File: src/rtl/opsum_writeback_pkg.sv
// rtl/opsum_writeback_pkg.sv - shared types and constants for the opsum writeback block
package opsum_writeback_pkg;

  typedef enum logic {
    MODE_RAW  = 1'b0,
    MODE_INT8 = 1'b1
  } mode_e;

  typedef enum logic [1:0] {
    ST_IDLE,
    ST_RUN,
    ST_FLUSH,
    ST_DONE
  } state_e;

  localparam int INT8_MAX = 127;
  localparam int INT8_MIN = -128;
  localparam logic [3:0] GLB_WEB_IDLE = 4'hF;

  function automatic logic [31:0] sat_s32(input logic [32:0] v);
    if (v[32] != v[31]) begin
      return v[32] ? 32'h8000_0000 : 32'h7FFF_FFFF;
    end
    return v[31:0];
  endfunction

endpackage

File: src/rtl/opsum_requant_pipe.sv
// rtl/opsum_requant_pipe.sv - three-stage bias / multiply / shift-clamp datapath
module opsum_requant_pipe
  import opsum_writeback_pkg::*;
(
  input  logic        clk,
  input  logic        rst,
  input  logic        stall,
  input  logic        in_valid,
  input  logic [31:0] in_data,
  input  mode_e       mode,
  input  logic        is_bias,
  input  logic [31:0] bias,
  input  logic [15:0] scale,
  input  logic [4:0]  shift,
  input  logic        relu_en,
  output logic        out_valid,
  output logic [31:0] out_data,
  output logic [2:0]  stage_valid
);

  logic v1, v2, v3;
  logic [31:0] s1, s2_pass;
  logic [47:0] s2;
  logic [32:0] s1_sum;
  logic signed [48:0] s1_ext, scale_ext, s2_prod;
  logic signed [48:0] s3_rnd, s3_round, s3_shifted;
  logic [7:0] s3_byte;

  always_comb begin
    s1_sum = {in_data[31], in_data} + (is_bias ? {bias[31], bias} : 33'd0);

    s1_ext    = 49'($signed(s1));
    scale_ext = 49'($signed({1'b0, scale}));
    s2_prod   = s1_ext * scale_ext;

    // Round half up before the arithmetic shift.
    s3_rnd     = (shift != 5'd0) ? (49'sd1 <<< (shift - 5'd1)) : 49'sd0;
    s3_round   = 49'($signed(s2)) + s3_rnd;
    s3_shifted = s3_round >>> shift;

    if (relu_en && s3_shifted[48]) begin
      s3_byte = 8'h00;
    end else if (s3_shifted > 49'(INT8_MAX)) begin
      s3_byte = 8'h7F;
    end else if (s3_shifted < 49'(INT8_MIN)) begin
      s3_byte = 8'h80;
    end else begin
      s3_byte = s3_shifted[7:0];
    end
  end

  always_ff @(posedge clk) begin
    if (rst) begin
      v1       <= 1'b0;
      v2       <= 1'b0;
      v3       <= 1'b0;
      s1       <= '0;
      s2_pass  <= '0;
      s2       <= '0;
      out_data <= '0;
    end else if (!stall) begin
      v1       <= in_valid;
      s1       <= sat_s32(s1_sum);
      v2       <= v1;
      s2_pass  <= s1;
      s2       <= s2_prod[47:0];
      v3       <= v2;
      out_data <= (mode == MODE_RAW) ? s2_pass : {{24{s3_byte[7]}}, s3_byte};
    end
  end

  assign out_valid   = v3;
  assign stage_valid = {v3, v2, v1};

endmodule

File: src/rtl/opsum_writeback.sv
// rtl/opsum_writeback.sv - opsum stream requantiser and GLB writer (raw words or packed int8)
module opsum_writeback
  import opsum_writeback_pkg::*;
#(
  parameter int PIPE_DEPTH = 3
) (
  input  logic        clk,
  input  logic        rst,
  input  logic        start_i,
  output logic        done_o,
  input  logic [31:0] opsum_GLB_base_addr_i,
  input  logic [31:0] num_elem_i,
  input  logic        n_tile_is_last_i,
  input  logic        is_bias_i,
  input  logic [31:0] bias_i,
  input  logic [15:0] scale_i,
  input  logic [4:0]  shift_i,
  input  logic        relu_en_i,
  input  logic        psum_valid_i,
  input  logic [31:0] psum_data_i,
  output logic        psum_ready_o,
  output logic        glb_req_o,
  input  logic        glb_grant_i,
  output logic [31:0] glb_addr_o,
  output logic [31:0] glb_write_data_o,
  output logic [3:0]  glb_web_o
);

  state_e state;
  mode_e  mode_q;
  logic [31:0] base_q, num_q, acc_cnt;
  logic [29:0] wr_idx;
  logic [31:0] pack_data;
  logic [1:0]  pack_cnt;
  logic [3:0]  wr_mask;

  logic stall, commit, accept, pipe_empty, flush_ready;
  logic s3_valid;
  logic [31:0] s3_data, word_addr, issue_data;
  logic [7:0]  s3_byte;
  logic [PIPE_DEPTH-1:0] stage_valid;
  logic issue;
  logic [3:0] issue_mask;

  assign stall        = glb_req_o & ~glb_grant_i;
  assign commit       = glb_req_o & glb_grant_i;
  assign psum_ready_o = (state == ST_RUN) & ~stall & (acc_cnt < num_q);
  assign accept       = psum_valid_i & psum_ready_o;
  assign glb_web_o    = commit ? wr_mask : GLB_WEB_IDLE;
  assign pipe_empty   = (stage_valid == '0);
  assign s3_byte      = s3_data[7:0];
  assign word_addr    = base_q + {wr_idx, 2'b00};
  // The last commit and the DONE transition share a cycle so done_o lands one cycle later.
  assign flush_ready  = pipe_empty & (pack_cnt == 2'd0) & (~glb_req_o | commit);

  opsum_requant_pipe u_pipe (
    .clk         (clk),
    .rst         (rst),
    .stall       (stall),
    .in_valid    (accept),
    .in_data     (psum_data_i),
    .mode        (mode_q),
    .is_bias     (is_bias_i),
    .bias        (bias_i),
    .scale       (scale_i),
    .shift       (shift_i),
    .relu_en     (relu_en_i),
    .out_valid   (s3_valid),
    .out_data    (s3_data),
    .stage_valid (stage_valid)
  );

  always_comb begin
    issue      = 1'b0;
    issue_data = s3_data;
    issue_mask = 4'h0;
    if (!stall && s3_valid) begin
      if (mode_q == MODE_RAW) begin
        issue = 1'b1;
      end else if (pack_cnt == 2'd3) begin
        issue      = 1'b1;
        issue_data = {s3_byte, pack_data[23:0]};
      end
    end else if (state == ST_FLUSH && pipe_empty && pack_cnt != 2'd0 && !glb_req_o) begin
      issue      = 1'b1;
      issue_data = pack_data;
      issue_mask = 4'hF << pack_cnt;
    end
  end

  always_ff @(posedge clk) begin
    if (rst) begin
      state            <= ST_IDLE;
      mode_q           <= MODE_RAW;
      base_q           <= '0;
      num_q            <= '0;
      acc_cnt          <= '0;
      wr_idx           <= '0;
      pack_data        <= '0;
      pack_cnt         <= '0;
      wr_mask          <= GLB_WEB_IDLE;
      done_o           <= 1'b0;
      glb_req_o        <= 1'b0;
      glb_addr_o       <= '0;
      glb_write_data_o <= '0;
    end else begin
      done_o <= 1'b0;

      if (issue) begin
        glb_req_o        <= 1'b1;
        glb_addr_o       <= word_addr;
        glb_write_data_o <= issue_data;
        wr_mask          <= issue_mask;
        wr_idx           <= wr_idx + 30'd1;
      end else if (commit) begin
        glb_req_o <= 1'b0;
      end

      if (accept) begin
        acc_cnt <= acc_cnt + 32'd1;
      end

      if (!stall && s3_valid && mode_q == MODE_INT8) begin
        if (pack_cnt == 2'd3) begin
          pack_cnt  <= 2'd0;
          pack_data <= '0;
        end else begin
          pack_data[{pack_cnt, 3'b000} +: 8] <= s3_byte;
          pack_cnt <= pack_cnt + 2'd1;
        end
      end else if (issue) begin
        pack_cnt  <= 2'd0;
        pack_data <= '0;
      end

      case (state)
        ST_IDLE: begin
          if (start_i) begin
            state     <= ST_RUN;
            base_q    <= {opsum_GLB_base_addr_i[31:2], 2'b00};
            num_q     <= num_elem_i;
            mode_q    <= n_tile_is_last_i ? MODE_INT8 : MODE_RAW;
            acc_cnt   <= '0;
            wr_idx    <= '0;
            pack_cnt  <= '0;
            pack_data <= '0;
          end
        end
        ST_RUN: begin
          if (acc_cnt == num_q) state <= ST_FLUSH;
        end
        ST_FLUSH: begin
          if (flush_ready) begin
            state  <= ST_DONE;
            done_o <= 1'b1;
          end
        end
        ST_DONE: state <= ST_IDLE;
        default: state <= ST_IDLE;
      endcase
    end
  end

endmodule

File: config.mk
export PLATFORM = sky130hd
export DESIGN_NAME = opsum_writeback
export DESIGN_NICKNAME = d
export VERILOG_FILES = /design/src/rtl/opsum_writeback_pkg.sv /design/src/rtl/opsum_requant_pipe.sv /design/src/rtl/opsum_writeback.sv
export SDC_FILE = /design/constraint.sdc
export NUM_CORES = 2
export LEC_CHECK = 0
export ABC_AREA = 0
export ABC_CLOCK_PERIOD_IN_PS = 22000
export BUFFER_PORTS_ARGS = -buffer_cell sky130_fd_sc_hd__clkbuf_2
export CORE_MARGIN = 2
export CORE_UTILIZATION = 50
export DETAILED_ROUTE_END_ITERATION = 12
export PLACE_DENSITY = 0.71
export SETUP_SLACK_MARGIN = 0.02
export SKIP_LAST_GASP = 1
export SYNTH_ARGS = -nofsm -noshare
export SYNTH_HDL_FRONTEND = slang
export SYNTH_SLANG_ARGS = --single-unit
File: constraint.sdc
create_clock -name clk -period 22 [get_ports clk]
set_input_delay 5.5 -clock clk [delete_from_list [all_inputs] [get_ports clk]]
set_output_delay 5.5 -clock clk [all_outputs]
set_load 0.03 [all_outputs]
# Word-level counts from Yosys, hierarchy flattened
# Index checks and enable logic that the tools add are counted.
# classes
shift	5
magnitude_cmp	3
bitwise	12
add_sub_neg	8
n_mul	1
n_eq_ne	9
n_reduce_logical	17
muxes	48
# ops
operator	count
$mux W32	16
$mux W30	3
$add A48 B49 Y49	1
$gt A49 B8 Y1 const B	1
$lt A49 B8 Y1 const B	1
$mux W49	1
$sshl A2 B5 Y49 const A	1
$sshr A49 B5 Y49	1
$mul A32 B17 Y48	1
$add A33 B33 Y33	1
$mux W33	1
$add A32 B1 Y32 const B	1
$add A32 B32 Y32	1
$bwmux W32	1
$eq A32 B32 Y1	1
$lt A32 B32 Y1	1
$shift A8 B7 Y32 const A	1
$shiftx A8 B7 Y32	1
$add A30 B1 Y30 const B	1
$mux W8	3
$mux W2	8
$mux W4	3
$mux W1	11
$pmux W2 S4	1
21 further kinds	41
# totals
in_bits	157
register_bits	378
elab_cells	123

# Depth between registers and ports, before layout
# depth
ltp_word	10
ltp_mapped	31
ltp_nobuf	30

# Cells and area by module
# A second synthesis with hierarchy kept.
# hier_totals
cells_unflattened	5293
hier_area_um2	42966.2
# modules_own_cells
module	n_inst	cells_each	area_per_inst_um2	seq_area_each_um2
opsum_requant_pipe	1	3887	31472.7	2942.8
opsum_writeback	1	1406	11493.5	4584.4

# Worst setup path before layout
# Ideal clock, no wire load.
# synth_timing
path_kind	input to register
startpoint	in scale_i[2]
endpoint	reg u_pipe.s2[47]
t_arrival_ns	11.878
n_path_buf	1
setup_slack_ns	10.035
stages	26
path_cell_list	clkbuf_1 -> nand2_1 -> fa_1 -> inv_1 -> fa_1 -> inv_1 -> fa_1 -> fa_1 -> inv_1 -> fa_1 -> fa_1 -> ha_1 -> nand3_1 -> nor4_1 -> nor4_1 -> o31ai_1 -> a211oi_1 -> o41ai_1 -> nand3_1 -> a31oi_1 -> a211oi_1 -> o21bai_1 -> a21oi_1 -> o21ai_0 -> xnor2_1 -> o31ai_1
# synth_via
elab_chain_len	1
# synth_rtl
element	line	rtl
from (decl)	opsum_writeback.sv:16	input logic [15:0] scale_i,
$mul A32 B17 Y48	opsum_requant_pipe.sv:34	s2_prod = s1_ext * scale_ext;
to (signal assigned)	opsum_requant_pipe.sv:66	s2 <= s2_prod[47:0];
to (decl)	opsum_requant_pipe.sv:23	logic [47:0] s2;
# No other way between the ends.
# A chain may end at the register's enable or synchronous reset.

# Worst setup path after layout
# Same ends and word-level chain as after synthesis.

==> impl_results.html <==
<table>
<tr><th>Metric</th><th>Value</th></tr>
<tr><th colspan="2">CTS</th></tr>
<tr><td>Buffer cell driving the clock tree root</td><td>clkbuf_16</td></tr>
<tr><td>CTS tree</td><td>yes</td></tr>
<tr><td>Clock Latency Late Sink</td><td>0.57 ns</td></tr>
<tr><td>Clock sink count</td><td>376</td></tr>
<tr><td>Buffers from clock root to sink, at most</td><td>3</td></tr>
<tr><td>Resized cells post-CTS</td><td>0</td></tr>
<tr><td>Clock-pin slew reported for the worst setup and hold paths after clock tree synthesis</td><td>0.06 ns</td></tr>
<tr><td>H-tree lvl count</td><td>2</td></tr>
<tr><td># Post-CTS Setup Buffers</td><td>0</td></tr>
<tr><td>Total CTS buffers</td><td>43</td></tr>
<tr><td>Post-cts hold buffer count</td><td>0</td></tr>
<tr><th colspan="2">STA</th></tr>
<tr><td>Max Clock Skew</td><td>0.0197 ns</td></tr>
<tr><td>Pins Over Slew Limit</td><td>0</td></tr>
<tr><td>Unrepaired setup endpoints after global routing</td><td>false</td></tr>
<tr><td>Final setup violation count</td><td>0</td></tr>
<tr><td>Final Cycle Share</td><td>0.589</td></tr>
<tr><td>Achievable frequency</td><td>0.0771 GHz</td></tr>
<tr><td>Slew @ Worst Pin</td><td>1.15 ns</td></tr>
<tr><td>Max-Slew Margin vs Limit</td><td>0.216</td></tr>
<tr><td>Accumulated negative setup slack</td><td>0 ns</td></tr>
<tr><td>Total count of hold-check failures in the final report</td><td>0</td></tr>
<tr><td>Worst hold slack</td><td>0.448 ns</td></tr>
<tr><td>Time the worst path needs with I/O delays and setup</td><td>12.96 ns</td></tr>
<tr><th colspan="2">Floorplanning</th></tr>
<tr><td>Chip height</td><td>295 um</td></tr>
<tr><td>Number of rows in the core area</td><td>106</td></tr>
<tr><td>Placeable core region</td><td>83800 um2</td></tr>
<tr><td>Number of primary I/O pins</td><td>228</td></tr>
<tr><td>DIE WIDTH</td><td>295 um</td></tr>
<tr><td>Die area</td><td>87200 um2</td></tr>
<tr><td>Starting density of the core</td><td>0.506</td></tr>
<tr><th colspan="2">Synthesis</th></tr>
<tr><td>Area of the mapped netlist</td><td>42400 um2</td></tr>
<tr><td>Count of mapped cells out of synthesis</td><td>5230</td></tr>
<tr><td>Mean post-synth cell area</td><td>8.11 um2</td></tr>
<tr><td>Count of flip-flops with a built-in enable after synthesis</td><td>0</td></tr>
<tr><td>Number of warnings issued by yosys</td><td>0</td></tr>
<tr><td>Count of cell types in the netlist</td><td>115</td></tr>
<tr><td>Top flip-flop cell by instance count after synthesis</td><td>dfxtp_1</td></tr>
<tr><td>Seq/Total Area, Yosys</td><td>0.177</td></tr>
<tr><td>Number of register bits inferred by synthesis</td><td>376</td></tr>
<tr><td>Share of synthesized registers carrying an async set or reset</td><td>0</td></tr>
<tr><th colspan="2">Layout</th></tr>
<tr><td>Utilization after layout</td><td>0.545</td></tr>
<tr><td>Antenna cell count</td><td>0</td></tr>
<tr><td>Multi-input gate area</td><td>31500 um2</td></tr>
<tr><td>Post-synthesis to final-layout area growth</td><td>7.68%</td></tr>
<tr><td>Storage cell area</td><td>7530 um2</td></tr>
<tr><td>Share of post-route cells with drive strength above 1</td><td>0.0888</td></tr>
<tr><td>Filler Cells Inserted</td><td>7984</td></tr>
<tr><td>Number of nets in the finished design</td><td>6153</td></tr>
<tr><td>Finished Layout Cells</td><td>6425</td></tr>
<tr><th colspan="2">Job</th></tr>
<tr><td>Max-capacitance violation count</td><td>0</td></tr>
<tr><th colspan="2">Placed design</th></tr>
<tr><td>Placed cells</td><td>6347</td></tr>
<tr><td>Estimated wirelength of the detail-placed design</td><td>89100 um</td></tr>
<tr><td>Gpl congestion</td><td>0.983</td></tr>
<tr><td>Buffers on Ports</td><td>223</td></tr>
<tr><th colspan="2">Pwr</th></tr>
<tr><td>Leak pwr</td><td>20.1 nW</td></tr>
<tr><td>Power consumption</td><td>7.68 mW</td></tr>
<tr><td>Worst IR Drop VDD</td><td>0.230 mV</td></tr>
<tr><td>Cell Pwr Density</td><td>168 nW/um2</td></tr>
<tr><th colspan="2">Worst setup path</th></tr>
<tr><td>Critical path capture point type</td><td>flip-flop</td></tr>
<tr><td>Data required time of the worst path</td><td>22.47 ns</td></tr>
<tr><td>Setup crit start kind</td><td>primary input</td></tr>
<tr><td>Top fanout value on the critical path</td><td>32</td></tr>
<tr><td>CP Data Arrival Time</td><td>13.43 ns</td></tr>
<tr><td>Classification of the worst setup path</td><td>in2reg</td></tr>
<tr><th colspan="2">Global route</th></tr>
<tr><td>Number of antenna violations at the first check in global routing</td><td>0</td></tr>
<tr><td>Largest net degree at the start of global routing</td><td>182</td></tr>
<tr><td>Final global-route overflow total</td><td>0</td></tr>
<tr><td>Vias in the first global route</td><td>35.9k</td></tr>
<tr><td>Wire length of the first global-routing pass</td><td>190000 um</td></tr>
<tr><td>GRT Util Overall</td><td>0.270</td></tr>
<tr><th colspan="2">Route</th></tr>
<tr><td>Post-route DRC</td><td>0</td></tr>
<tr><td>Final wirelength</td><td>118000 um</td></tr>
<tr><td>Antenna-violating nets left</td><td>0</td></tr>
<tr><td>Pre-antenna DRT Iters</td><td>8</td></tr>
<tr><td>Average vias per placed instance</td><td>5.69</td></tr>
<tr><td>Initial drt markers</td><td>2595</td></tr>
<tr><td>Wire length per cell after detailed routing</td><td>18.3 um</td></tr>
<tr><td>DR vias</td><td>36.5k</td></tr>
<tr><th colspan="2">Worst hold path</th></tr>
<tr><td>Class of the tightest hold or removal check</td><td>reg2reg</td></tr>
<tr><th colspan="2">Run status</th></tr>
<tr><td>Outcome</td><td>completed</td></tr>
</table>
==> routing by layer <==
layer	global-route usage	wire (um)	share of wire
met2	0.444	54700	0.46
met4	0.0820	3570	0.030
met5	0	0	0
met3	0.0399	8600	0.073
met1	0.367	50900	0.43
==> power breakdown <==
group	internal [mW]	switching [mW]	leakage [nW]
combinational	2.65	3.40	16.3
clock	0.418	0.317	0.708
sequential	0.807	0.0865	3.07
total	3.88	3.80	20.1
==> cells in the mapped netlist, types with 37 or more instances <==
master    count  area share
or3_1        41      0.0060
dfxtp_1     376        0.18
nand2_1     837       0.074
xor2_1       80       0.017
ha_1        251       0.074
and3_1       44      0.0065
xnor2_1      99       0.020
nor3_1      114       0.013
nand2b_1     37      0.0055
nand3_1      96       0.011
a21oi_1     322       0.038
a22oi_1      38      0.0067
and2_1      276       0.041
nand4_1      45      0.0066
a21o_1       50      0.0089
mux2i_1      41      0.0097
clkbuf_1    256       0.023
nor2_1      384       0.034
inv_1       590       0.052
a211oi_1    115       0.020
fa_1        487        0.23
o21ai_0     107       0.013
==> worst max-delay path, cell delays in order <==
cell and delay [ns]:
clkbuf_2 0.62, nand2_1 0.18, fa_1 0.57, inv_1 0.06, fa_1 0.52, inv_1 0.05, fa_1 0.49, fa_1 0.55
inv_1 0.05, fa_1 0.49, fa_1 0.41, ha_1 0.37, nand3_1 0.10, nor4_1 0.26, nor4_1 0.17, o31ai_1 0.54
a211oi_1 0.25, o41ai_1 0.74, nand3_1 0.25, a31oi_1 0.28, a211oi_1 0.15, o21bai_1 0.16, a21oi_1 0.12, o21ai_0 0.25
xnor2_1 0.12, o31ai_1 0.20
==> cell type report <==
class | instances | area share
timing repair buffer | 283 | 0.0348
tap | 1134 | 0.0311
multi-input combinational | 3960 | 0.689
clock inverter | 26 | 0.00573
sequential | 376 | 0.165
clock buffer | 52 | 0.0256
inverter | 594 | 0.0488
==> path summary, 6_finish.rpt <==
kind                     startpoint           endpoint  slack (ns)  cells past startpoint
setup reg to reg       u_pipe.s1[3]      u_pipe.s2[47]       13.71                     25
setup / recovery         scale_i[2]      u_pipe.s2[47]        9.04                     26
hold / removal    u_pipe.s2_pass[5]  u_pipe.s2_pass[5]        0.45                      2
hold reg to reg   u_pipe.s2_pass[5]  u_pipe.s2_pass[5]        0.45                      2
==> metrics by stage <==
stage / setup WS (ns) / area [um2]
2_1_floorplan: 10.03 / 42400
3_3_place_gp: 8.55 / 44200
3_5_place_dp: 8.43 / 44200
4_1_cts: 9.00 / 45700
5_1_grt: 8.53 / 45700
6_report: 9.04 / 45700
==> cell families (layout without fill, tap and decap cells) <==
| group | count (synthesis) | after routing | share of synthesized area |
|---|---|---|---|
| buffers and inverters | 896 | 955 | 0.0817 |
| multiplexers | 79 | 79 | 0.0233 |
| XOR/XNOR | 181 | 181 | 0.0377 |
| other | 1 | 3 | 0.0000884 |
| AND/OR/NAND/NOR | 1983 | 1983 | 0.217 |
| adder cells (fa/ha/maj) | 767 | 767 | 0.311 |
| flip-flops | 376 | 376 | 0.177 |
| AO/OA/AOI/OAI | 947 | 947 | 0.152 |
==> cells in the final DEF, fill, tap and decap left out, types with 17 or more instances in the layout <==
cell	count
a21o_1	50
or2_2	20
nand2b_1	35
clkbuf_2	222
nor2b_1	23
nand2_1	835
nor2_1	384
mux2i_1	41
clkbuf_16	43
a21oi_1	322
a211oi_1	115
a211o_1	17
nand3_1	96
a31oi_1	18
o211ai_1	23
dfxtp_1	376
buf_4	59
a22oi_1	38
o21a_1	23
nor3_1	114
mux2_2	23
inv_1	590
and3_1	44
a221oi_1	30
fa_1	487
o31ai_1	19
ha_1	251
and2_1	274
o21ai_0	107
nand4_1	45
xor2_1	79
maj3_1	29
or3_1	41
xnor2_1	99
==> sequential cells by signal (all words and copies together) (netlist names), 4 cells and up <==
signal / flops
num_q: 32
u_pipe.out_data: 32
pack_data: 32
u_pipe.s1: 32
u_pipe.s2_pass: 32
acc_cnt: 32
wr_mask: 4
glb_write_data_o: 32
glb_addr_o: 30
wr_idx: 30
u_pipe.s2: 48
base_q: 30
No activity file was read; power rests on OpenSTA's default activity.
